===== config.mk =====
export PLATFORM = sky130hd
export DESIGN_NAME = cache_ctrl
export DESIGN_NICKNAME = d
export VERILOG_FILES = /design/src/rtl/cache_ctrl.sv
export SDC_FILE = /design/constraint.sdc
export NUM_CORES = 1
export LEC_CHECK = 0
export ABC_AREA = 1
export BUFFER_PORTS_ARGS = -buffer_cell sky130_fd_sc_hd__clkbuf_2
export CAP_MARGIN = 25
export CORE_MARGIN = 2
export CORE_UTILIZATION = 58
export CTS_CLUSTER_DIAMETER = 150
export DETAILED_ROUTE_END_ITERATION = 8
export PLACE_DENSITY_LB_ADDON = 0.2
export SLEW_MARGIN = 40
export SYNTH_ARGS = -nofsm -noshare
export SYNTH_HDL_FRONTEND = slang
export SYNTH_SLANG_ARGS = --single-unit
export TNS_END_PERCENT = 1

===== constraint.sdc =====
create_clock -name clk -period 11.7 [get_ports clk]
set_input_delay 1.755 -clock clk [delete_from_list [all_inputs] [get_ports clk]]
set_output_delay 1.755 -clock clk [all_outputs]
set_load 0.02 [all_outputs]

===== src/rtl/cache_ctrl.sv =====
// Blocking controller for a direct-mapped, one-word-per-line cache.
// Owns the tag/valid/data arrays, refills misses over a req/ack handshake,
// supports a whole-cache flush and keeps saturating hit/miss counters.
module cache_ctrl #(
  parameter int unsigned ADDR_W = 32,
  parameter int unsigned DATA_W = 32,
  parameter int unsigned IDX_W  = 3,
  parameter int unsigned CNT_W  = 16
) (
  input  logic              clk,
  input  logic              rst,
  input  logic              cpu_req,
  input  logic [ADDR_W-1:0] cpu_addr,
  output logic              cpu_ready,
  output logic              cpu_valid,
  output logic [DATA_W-1:0] cpu_data,
  output logic              cpu_hit,
  input  logic              flush,
  output logic              mem_req,
  output logic [ADDR_W-1:0] mem_addr,
  input  logic              mem_ack,
  input  logic [DATA_W-1:0] mem_data,
  output logic [CNT_W-1:0]  hit_cnt,
  output logic [CNT_W-1:0]  miss_cnt
);

  localparam int unsigned Lines = 2 ** IDX_W;
  localparam int unsigned TagW  = ADDR_W - IDX_W - 2;

  typedef enum logic [2:0] {StIdle, StFlush, StLookup, StMemRd, StResp} state_e;

  state_e             state_q;
  logic               flush_pend_q;
  logic [ADDR_W-1:0]  addr_q;
  logic [Lines-1:0]   valid_q;
  logic [TagW-1:0]    tag_q  [Lines];
  logic [DATA_W-1:0]  data_q [Lines];
  logic               cpu_valid_q;
  logic               cpu_hit_q;
  logic [DATA_W-1:0]  cpu_data_q;
  logic               mem_req_q;
  logic [CNT_W-1:0]   hit_cnt_q;
  logic [CNT_W-1:0]   miss_cnt_q;

  logic [IDX_W-1:0]   idx;
  logic [TagW-1:0]    tag;
  logic               hit;

  // Decode the latched request address and evaluate the lookup.
  always_comb begin
    idx = addr_q[IDX_W+1:2];
    tag = addr_q[ADDR_W-1:IDX_W+2];
    hit = valid_q[idx] & (tag_q[idx] == tag);
  end

  // Ready is combinational so a flush or reset blocks acceptance in the same cycle.
  always_comb begin
    cpu_ready = (state_q == StIdle) & ~flush_pend_q & ~flush & ~rst;
  end

  assign cpu_valid = cpu_valid_q;
  assign cpu_hit   = cpu_hit_q;
  assign cpu_data  = cpu_data_q;
  assign mem_req   = mem_req_q;
  assign mem_addr  = {addr_q[ADDR_W-1:2], 2'b00};
  assign hit_cnt   = hit_cnt_q;
  assign miss_cnt  = miss_cnt_q;

  // Controller FSM with registered outputs; tag and data arrays are never reset.
  always_ff @(posedge clk) begin
    if (rst) begin
      state_q      <= StIdle;
      flush_pend_q <= 1'b0;
      valid_q      <= '0;
      cpu_valid_q  <= 1'b0;
      cpu_hit_q    <= 1'b0;
      cpu_data_q   <= '0;
      mem_req_q    <= 1'b0;
      hit_cnt_q    <= '0;
      miss_cnt_q   <= '0;
    end else begin
      cpu_valid_q <= 1'b0;
      if (flush) flush_pend_q <= 1'b1;
      unique case (state_q)
        StIdle: begin
          if (flush_pend_q || flush) begin
            state_q <= StFlush;
          end else if (cpu_req) begin
            addr_q  <= cpu_addr;
            state_q <= StLookup;
          end
        end
        StFlush: begin
          valid_q      <= '0;
          flush_pend_q <= 1'b0;
          state_q      <= StIdle;
        end
        StLookup: begin
          if (hit) begin
            cpu_data_q  <= data_q[idx];
            cpu_hit_q   <= 1'b1;
            cpu_valid_q <= 1'b1;
            if (hit_cnt_q != '1) hit_cnt_q <= hit_cnt_q + 1'b1;
            state_q     <= StResp;
          end else begin
            if (miss_cnt_q != '1) miss_cnt_q <= miss_cnt_q + 1'b1;
            mem_req_q <= 1'b1;
            state_q   <= StMemRd;
          end
        end
        StMemRd: begin
          if (mem_ack) begin
            data_q[idx]  <= mem_data;
            tag_q[idx]   <= tag;
            valid_q[idx] <= 1'b1;
            cpu_data_q   <= mem_data;
            cpu_hit_q    <= 1'b0;
            cpu_valid_q  <= 1'b1;
            mem_req_q    <= 1'b0;
            state_q      <= StResp;
          end
        end
        StResp: begin
          state_q <= StIdle;
        end
        default: begin
          state_q <= StIdle;
        end
      endcase
    end
  end

endmodule


==> results of run 1 <==
[layer usage]
layer | part of all wire, % | wire [um]
met5 | 0.051 | 29
met4 | 3.0 | 1700
met3 | 6.5 | 3710
met2 | 49 | 27900
met1 | 42 | 23900
[power by group through the flow]
stage | Clock (W) | Sequential (W) | Combinational, W
final | 0.00176 | 0.00229 | 0.000301
after global routing | 0.00186 | 0.00229 | 0.000338
after CTS | 0.00178 | 0.00229 | 0.000301
after detailed placement | 0 | 0.00234 | 0.000299
after global placement | 0 | 0.00233 | 0.000291
after floorplan | 0 | 0.00233 | 0.000203
[worst min-delay path by stage]
stage | slack, ns | start | end | cells past startpoint
2_1_floorplan | 0.43 | valid_q[1] | valid_q[1] | 2
3_3_place_gp | 0.44 | valid_q[3] | valid_q[3] | 2
3_5_place_dp | 0.45 | valid_q[4] | valid_q[4] | 2
4_1_cts | 0.45 | valid_q[4] | valid_q[4] | 2
5_1_grt | 0.48 | valid_q[0] | valid_q[0] | 2
6_report | 0.45 | valid_q[4] | valid_q[4] | 2
[critical path: cells and delay by family, from the launching register on]
kind	cells	cell delay, ns
AND/OR/NAND/NOR	12	2.38
buffers and inverters	3	1.74
flip-flops	1	0.35
[through the flow]
| stage | total power, W | setup WS (ns) |
|---|---|---|
| floorplan | 0.00254 | 3.04 |
| global placement | 0.00263 | 6.84 |
| detailed placement | 0.00264 | 6.76 |
| CTS | 0.00437 | 6.91 |
| global route | 0.00450 | 6.71 |
| finish | 0.00435 | 7.02 |
[logic make-up (layout without fill, tap and decap cells)]
group / count (synthesis) / in the layout / synth area share [%]
and+or+nand+nor: 1125 / 1125 / 19.1
DFF: 584 / 584 / 68.0
buffers and inverters: 365 / 532 / 6.12
AOI/OAI and AO/OA: 291 / 291 / 6.25
xor gates and xnor gates: 13 / 13 / 0.463
adders and majority gates: 2 / 2 / 0.102
other: 1 / 4 / 0.0153
[layout make-up]
| cell class | instances | area (um2) | share of cell area [%] |
|---|---|---|---|
| flip-flops and latches | 584 | 16700 | 60.7 |
| multi-input cells | 1433 | 6440 | 23.4 |
| clock buffers | 84 | 1610 | 5.84 |
| repair buffers | 186 | 1020 | 3.71 |
| inverters | 237 | 900 | 3.26 |
| well taps | 539 | 674 | 2.45 |
| clock inverters | 25 | 188 | 0.681 |
| diodes | 2 | 5.00 | 0.0182 |
[flip-flops by register name, indices dropped and copies added (netlist names), named ones only]
name and cells:
addr_q 30, cpu_data 32, cpu_hit 1, cpu_valid 1, data_q 256, flush_pend_q 1, hit_cnt 16, mem_req 1
miss_cnt 16, state_q 3, tag_q 216, valid_q 8
[placed cells by master, fill, tap and decap left out, types with 3 or more instances in the layout]
master                      synthesis  routed
sky130_fd_sc_hd__nor3_1            12      10
sky130_fd_sc_hd__o22ai_1           64      64
sky130_fd_sc_hd__nand4_1           50      50
sky130_fd_sc_hd__nand3b_1          12      12
sky130_fd_sc_hd__o21ai_0          199     199
sky130_fd_sc_hd__clkinv_2           0      10
sky130_fd_sc_hd__nor4_2             0       8
sky130_fd_sc_hd__xnor2_1            4       4
sky130_fd_sc_hd__nand3_1          168     167
sky130_fd_sc_hd__nor4_1            15       7
sky130_fd_sc_hd__nor2_1           309     308
sky130_fd_sc_hd__clkbuf_16          0      58
sky130_fd_sc_hd__buf_6              8      10
sky130_fd_sc_hd__inv_1            232     231
sky130_fd_sc_hd__dfxtp_1           82      79
sky130_fd_sc_hd__a21oi_1           24      24
sky130_fd_sc_hd__o21ai_1            3       3
sky130_fd_sc_hd__buf_4              6      12
sky130_fd_sc_hd__xor2_1             9       9
sky130_fd_sc_hd__clkbuf_2           0     164
sky130_fd_sc_hd__clkbuf_1          61      20
sky130_fd_sc_hd__clkbuf_8           0       6
sky130_fd_sc_hd__nand2_1          553     553
sky130_fd_sc_hd__edfxtp_1         502     502
sky130_fd_sc_hd__clkinv_1           2      12
==> results, run 1 <==
- The maximum buffer depth of the clock tree is 3.
- The achievable frequency is 214 MHz.
- Across the routed clock network, the largest skew measured is 0.0148 ns.
- The pin count of the biggest net entering global routing is 122.
- The detail-routed net length per standard cell is 18.5 um.
- Sorting the synthesized cells by how often they occur yields sky130_fd_sc_hd__nand2_1, sky130_fd_sc_hd__edfxtp_1, sky130_fd_sc_hd__nor2_1, sky130_fd_sc_hd__inv_1, sky130_fd_sc_hd__o21ai_0.
- The switching share of total power is 22.9%.
- The sequential fraction of design power is 52.7%.
- The wire length of the first global-routing pass is 89,600 um.
- The netlist uses 32 different library cells.
- The final number of hold-violating endpoints came to 0.
- Measured on the finished design, the core utilization comes to 65.9%.
- The final critical path takes up 40.0% of the cycle.
- The clock network accounts for 40.4% of the total power.
- The internal portion of total power is 0.00335 W.
- Global routing used 26.2% of the available tracks.
- After synthesis, flip-flops and latches occupy 68.0% of the total area.
- The non-filler instance count after layout is 3,090.
- In this run the standard cell core region covers 0.0419 mm2.
- During synthesis, Yosys emitted a total of 0 warnings.
- In this run the horizontal extent of the chip is 210 um.
- The worst stage delay on the critical path is 0.72 ns.
- The clock sink count is 584.
- The global routing met2 resource utilization is 43.9%.
- The max-capacitance violation count is 0.
- The global placement routability congestion is 0.877.
- The total vias in the final route is 17,300.
- The flow ran to the end, and the final reports show no timing, DRC or antenna violations.
- The area growth from synthesis to layout is 12.1%.
- For the pin with the worst max-slew slack, the measured transition is 0.857 ns.
- The total net switching power is 0.000998 W.
- The number of nets in the layout is 2,571.
- The primary flip-flop cell chosen by synthesis mapping is sky130_fd_sc_hd__edfxtp_1.
- The critical path data arrival time is 5.19 ns.
- In this run, post-CTS hold repair placed 0 buffers.
- STA classifies the critical path endpoint as a flip-flop.
- The met3 track demand over resource in global routing is 4.11%.
- Of all flip-flops after synthesis, the portion carrying an async set or reset was 0%.
- Final hold analysis gives a worst-case slack of 0.452 ns.
- The count of nets left with antenna violations once routing finished came out at 0.
- After detailed routing, the number of remaining DRC violations is 0.
- The peak supply drop is 0.125 mV.
- In the final timing run, aggregate negative setup slack is 0 ns.
- The CTS tree is done.
- Once the floorplan was initialized, standard cells occupied 58.7% of the core.
- The share of layout cells above drive strength 1 is 11.3%.
- For this design, the slowest cell found on the critical path is sky130_fd_sc_hd__buf_4.
- The signal on the critical path passes through buf_4 > buf_4 > nand3_1 > nand3_1 > nand3_1 > nand2_1 > nand2_1 > nor2_1 > nand3_1 > nor2_4 > nand2_2 > nand2_4 > inv_2 > nor2_1 > nor2_1.
- The post-route minimum period is 4.68 ns.
- Global routing finished with a remaining overflow of 0.
- The path depth of the worst reg2reg path is 15.
- After clock tree synthesis, the repair step resized 0 gates.
- The number of slew-limit violations in the final report is 0.
- The pre-antenna-repair detailed-routing pass consisted of 6 iterations.
- In this run the most used layer during global routing was met2.
- The kind of start point of the critical path is a flip-flop.
- Using the TritonRoute via totals, the vias-per-cell ratio works out to 5.60.
- The root cell of the clock tree is sky130_fd_sc_hd__clkbuf_16.
- The mean cell area of the mapped netlist is 10.3 um2.
- The final-report setup violation count is 0.
- Post-CTS timing repair inserted 0 buffers for setup.
- In this run, synthesis inferred 502 flip-flops with an integrated enable.
- The deepest level of the CTS H-tree is 2.
- The die is 210 um tall.
- The worst-case register-to-register setup slack is 7.02 ns.
- The count of buffers inserted at the top-level ports is 164.
- The number of instances in the synthesized netlist is 2,381.
- In this run, the number of DRC markers left after iteration 0 of detailed routing was 1,773.
- The worst setup path category is reg2reg.
- The insertion delay of the later-clocked pin in the worst-skew pair is 0.62 ns.
- Once placement finished, the instance area stood at 0.0258 mm2.
- The leakage power figure is 10.8 nW.
- The most common cell in the synthesized netlist is sky130_fd_sc_hd__nand2_1.
- The worst register-to-register path ends at cpu_data[13].
- The tightest slew margin relative to the limit is 42.9%.
- For this design the top-level I/O count stands at 169.
- In this run, synthesis produced a sequential element count of 584.
- The logic gate share of total power is 6.9%.
- In the global route stage, met1 resource usage came out at 34.3%.
- The required time at the worst-slack endpoint is 12.21 ns.
- Summing every instance area after synthesis gives 0.0246 mm2.
- Clock-pin slew was measured on the worst setup and hold paths at 0.06 ns.
- The area of the die is 0.0441 mm2.
- The cell that appears most often on the critical path is sky130_fd_sc_hd__nand3_1.
- The wire-length estimate of the detail-placed layout is 30,200 um.
- The cell area after layout is 0.0276 mm2.
- The power per unit of standard cell area is 158 mW/mm2.
- The initial antenna violation count was 4.
- Setup repair after global routing left no endpoint under its margin.
- The filler cell count is 3,156.
- The most area-hungry cell type in the Yosys netlist is sky130_fd_sc_hd__edfxtp_1.
- The portion of synthesized cell area occupied by the leading cell type is 61.3%.
- The top fanout value on the critical path is 66.
- Sorting the synthesized cells by area gives the leading types as sky130_fd_sc_hd__edfxtp_1, sky130_fd_sc_hd__nand2_1, sky130_fd_sc_hd__dfxtp_1.
- The count of standard-cell rows is 75.
- In this run, placement finished with an instance count of 2,979.
- The via count of the first global-routing pass is 17,000.
- In this run the worst hold path is classified as reg2reg.
- The post-detailed-routing wire length is 57,300 um.
- TritonCTS created 58 clock buffers.
- The capture point of the critical path is cpu_data[13].
(Power assumes the default switching activity.)
==> inputs of run 2 (changes only) <==
--- a/config.mk
+++ b/config.mk
@@ -9,7 +9,7 @@
 export BUFFER_PORTS_ARGS = -buffer_cell sky130_fd_sc_hd__clkbuf_2
 export CAP_MARGIN = 25
 export CORE_MARGIN = 2
-export CORE_UTILIZATION = 58
+export CORE_UTILIZATION = 55
 export CTS_CLUSTER_DIAMETER = 150
 export DETAILED_ROUTE_END_ITERATION = 8
 export PLACE_DENSITY_LB_ADDON = 0.2
==> constraint.sdc (replaced) <==
create_clock -name clk -period 3.96 [get_ports clk]
set_input_delay 0.594 -clock clk [delete_from_list [all_inputs] [get_ports clk]]
set_output_delay 0.594 -clock clk [all_outputs]
set_load 0.02 [all_outputs]
==> run 2 against run 1 <==
Combinational power increased to 3.1 times the previous value. Non-clock buffer count increased by 19. Utilization decreased by 2.2 points. Sequential power increased to 3.0 times the previous value. Highest routed layer unchanged. Power rose to 3.0 times the previous value. Count of clock-buffer cells in the layout decreased by 2. Clock skew is 0.0094 ns higher. First-iteration DRC count is 17% lower. Cell area is 1.9% higher. Fmax increased by 41%.
==> results, run 2 (synthesized netlist as in run 1, its figures left out) <==
- The flow ran to the end, and the final reports show no timing, DRC or antenna violations.
- The pre-CTS worst setup slack is 0.673 ns.
- The class of the tightest hold or removal check is in2reg.
- Entering global routing, the biggest net connects 121 pins.
- The post-cts repair resize count is 0.
- The sort of element at the end of the critical path is a flip-flop.
- The wire length of the first global-routing pass is 91,600 um.
- Headroom to the max-slew limit came out at 44.0%.
- After clock tree synthesis, the setup repair step added 0 buffers.
- The top fanout value on the critical path is 36.
- The fraction of the core area covered by cells at the end of the flow is 63.7%.
- The total net switching power is 0.00302 W.
- The worst stage delay on the critical path is 0.61 ns.
- After the last flow step, the layout net total stands at 2,591.
- Setup repair after global routing left no endpoint under its margin.
- The slew at the pin closest to its max-slew limit is 0.839 ns.
- The clock tree synthesis step divided the H-tree into 2 levels.
- The via count of the first global-routing pass was 16,800.
- The family of cells with the greatest summed delay on the critical path is simple AND/OR/NAND/NOR gates.
- The effective utilization at floorplan is 55.7%.
- The path depth of the worst reg2reg path is 16.
- The critical path runs through a total of 16 cells.
- The hold buffer count at CTS is 0.
- The clock sink count is 584.
- In the final timing run, aggregate negative setup slack is 0 ns.
- Global routing consumed, over all layers together, 25.2% of the routing resources.
- The worst path uses 83.6% of the clock period.
- In this run the deepest clock path goes through 3 buffers.
- Port buffering added 164 buffers.
- During I/O placement, the number of pins put on the boundary was 169.
- Detailed routing inserted a total of 17,500 vias.
- The x dimension of the die is 215 um.
- Max-cap violations in this run came to 0.
- Clock-pin slew was measured on the worst setup and hold paths at 0.06 ns.
- The die covers 0.0464 mm2.
- The most frequent standard cell in the layout excluding fill and tap cells is sky130_fd_sc_hd__nand2_1.
- The filler cell count is 3,559.
- The post-detailed-routing wire length is 58,700 um.
- Routability-driven placement finished with a final weighted congestion of 0.880.
- The CTS tree is done.
- Counting flops per register, the top entry is data_q.
- For the worst setup path, the data required time is 4.47 ns.
- The number of slew-limit violations in the final report came to 0.
- The detail-routed net length per standard cell is 18.6 um.
- In the layout the commonest cells are sky130_fd_sc_hd__nand2_1, sky130_fd_sc_hd__edfxtp_1, sky130_fd_sc_hd__nor2_1, sky130_fd_sc_hd__inv_1, sky130_fd_sc_hd__o21ai_0.
- The setup clock skew after layout is 0.0242 ns.
- The peak supply drop is 0.375 mV.
- The total buffers and inverters traversed by the critical path is 1.
- The hold-critical path depth is 1.
- The share of total power in the clock network is 42.0%.
- The insertion delay of the later-clocked pin in the worst-skew pair is 0.64 ns.
- The share of layout cells above drive strength 1 is 12.1%.
- The smallest clock period supported by the final layout is computed as 3.31 ns.
- The dominant cell type by count on the critical path is sky130_fd_sc_hd__nand2_1.
- The worst setup path category is reg2reg.
- The clock buffer count from CTS is 59.
- The critical path data arrival time is 3.82 ns.
- In the routed design, unresolved DRC markers number 0.
- The master of the slowest instance on the critical path is sky130_fd_sc_hd__dfxtp_4.
- The logic gate share of total power is 7.0%.
- The register with the most flip-flops in the layout has 256 of them.
- The root cell of the clock tree is sky130_fd_sc_hd__clkbuf_16.
- STA classifies the critical path startpoint as a flip-flop.
- The die is 215 um tall.
- The count of standard-cell rows is 77.
- Across the whole layout, storage elements account for 0.0167 mm2.
- The first detailed-routing pass took 5 iterations.
- The leakage power figure is 11.0 nW.
- For this design the ratio of total power to cell area is 472 mW/mm2.
- The final-report setup violation count is 0.
- For this run the aggregate overflow at the end of global routing stands at 0.
- The multi-input combinational cell area is 0.00650 mm2.
- The area growth from synthesis to final layout is 14.2%.
- The final number of hold-violating endpoints is 0.
- The worst path meets setup with 0.651 ns of slack.
- The signal on the critical path passes through buf_4 > nand2_1 > nand2_1 > nand2_1 > nand3_1 > nand2_1 > nand2_1 > nand2_1 > nand3_1 > nor2_1 > nand2_1 > nor2_1 > nand2_1 > nand3_2 > nor2_1 > nor2_1.
- The core region is 0.0441 mm2.
- The internal portion of the total power is 0.0102 W.
- The initial antenna violation count came to 4.
- Timing would allow up to 302 MHz.
- After detailed routing, the number of vias per cell comes to 5.52.
- The worst-case register-to-register setup slack is 0.65 ns.
- The sequential fraction of design power is 51.1%.
- The final HPWL from detailed placement is 32,500 um.
- The detail route stage leaves a number of antenna-violating nets equal to 0.
- The number of design-rule violations left by the first detailed-router iteration is 1,479.
- The switching share of total power is 22.8%.
==> run 2: cell count changes in the layout (fill, tap and decap cells not counted), moves of 2 or more <==
cell	change
sky130_fd_sc_hd__buf_12	+11
sky130_fd_sc_hd__buf_4	+15
sky130_fd_sc_hd__buf_6	-8
sky130_fd_sc_hd__bufinv_16	+4
sky130_fd_sc_hd__clkbuf_1	-2
sky130_fd_sc_hd__clkbuf_16	+2
sky130_fd_sc_hd__clkinv_1	-2
sky130_fd_sc_hd__nor4_2	-8
sky130_fd_sc_hd__nor4_4	+8
==> run 2: routing by layer <==
metal  track usage [%]  vias up  wire, um
li1                  -     8337         -
met1              32.7     8399     24400
met2              42.8      586     28700
met3              4.12      123      3730
met4              9.70        6      1810
met5                 0        -        43
==> run 2: stage by stage <==
stage | cell area [um2] | instances | hold slack [ns] | power (W)
final | 28100 | 3161 | 0.133 | 0.0132
after global routing | 28100 | 3161 | 0.125 | 0.0137
after CTS | 28100 | 3160 | 0.105 | 0.0133
after detailed placement | 26100 | 3051 | 0.447 | 0.00781
after global placement | 26100 | 3051 | 0.437 | 0.00778
after floorplan | 24600 | 2382 | 0.430 | 0.00750
==> run 2: power groups by stage <==
stage / Clock [W] / Combinational [W] / Sequential, W
floorplan: 0 / 0.000603 / 0.00690
global placement: 0 / 0.000890 / 0.00689
detailed placement: 0 / 0.000913 / 0.00690
CTS: 0.00564 / 0.000920 / 0.00677
global route: 0.00586 / 0.00103 / 0.00677
finish: 0.00556 / 0.000921 / 0.00677
==> run 2: cell type report <==
type                       instances  area share, %
antenna                            1        0.00891
clock inverter                    27           1.13
timing repair buffer             205           4.56
tap                              592           2.64
clock buffer                      82           5.78
sequential                       584           59.5
inverter                         237           3.19
multi-input combinational       1433           23.2
==> run 2: worst paths after layout <==
path,from,end
setup / recovery,flip-flop,miss_cnt[0]
hold / removal,cpu_addr[22],addr_q[22]
setup reg to reg,flip-flop,miss_cnt[0]
hold reg to reg,valid_q[4],valid_q[4]
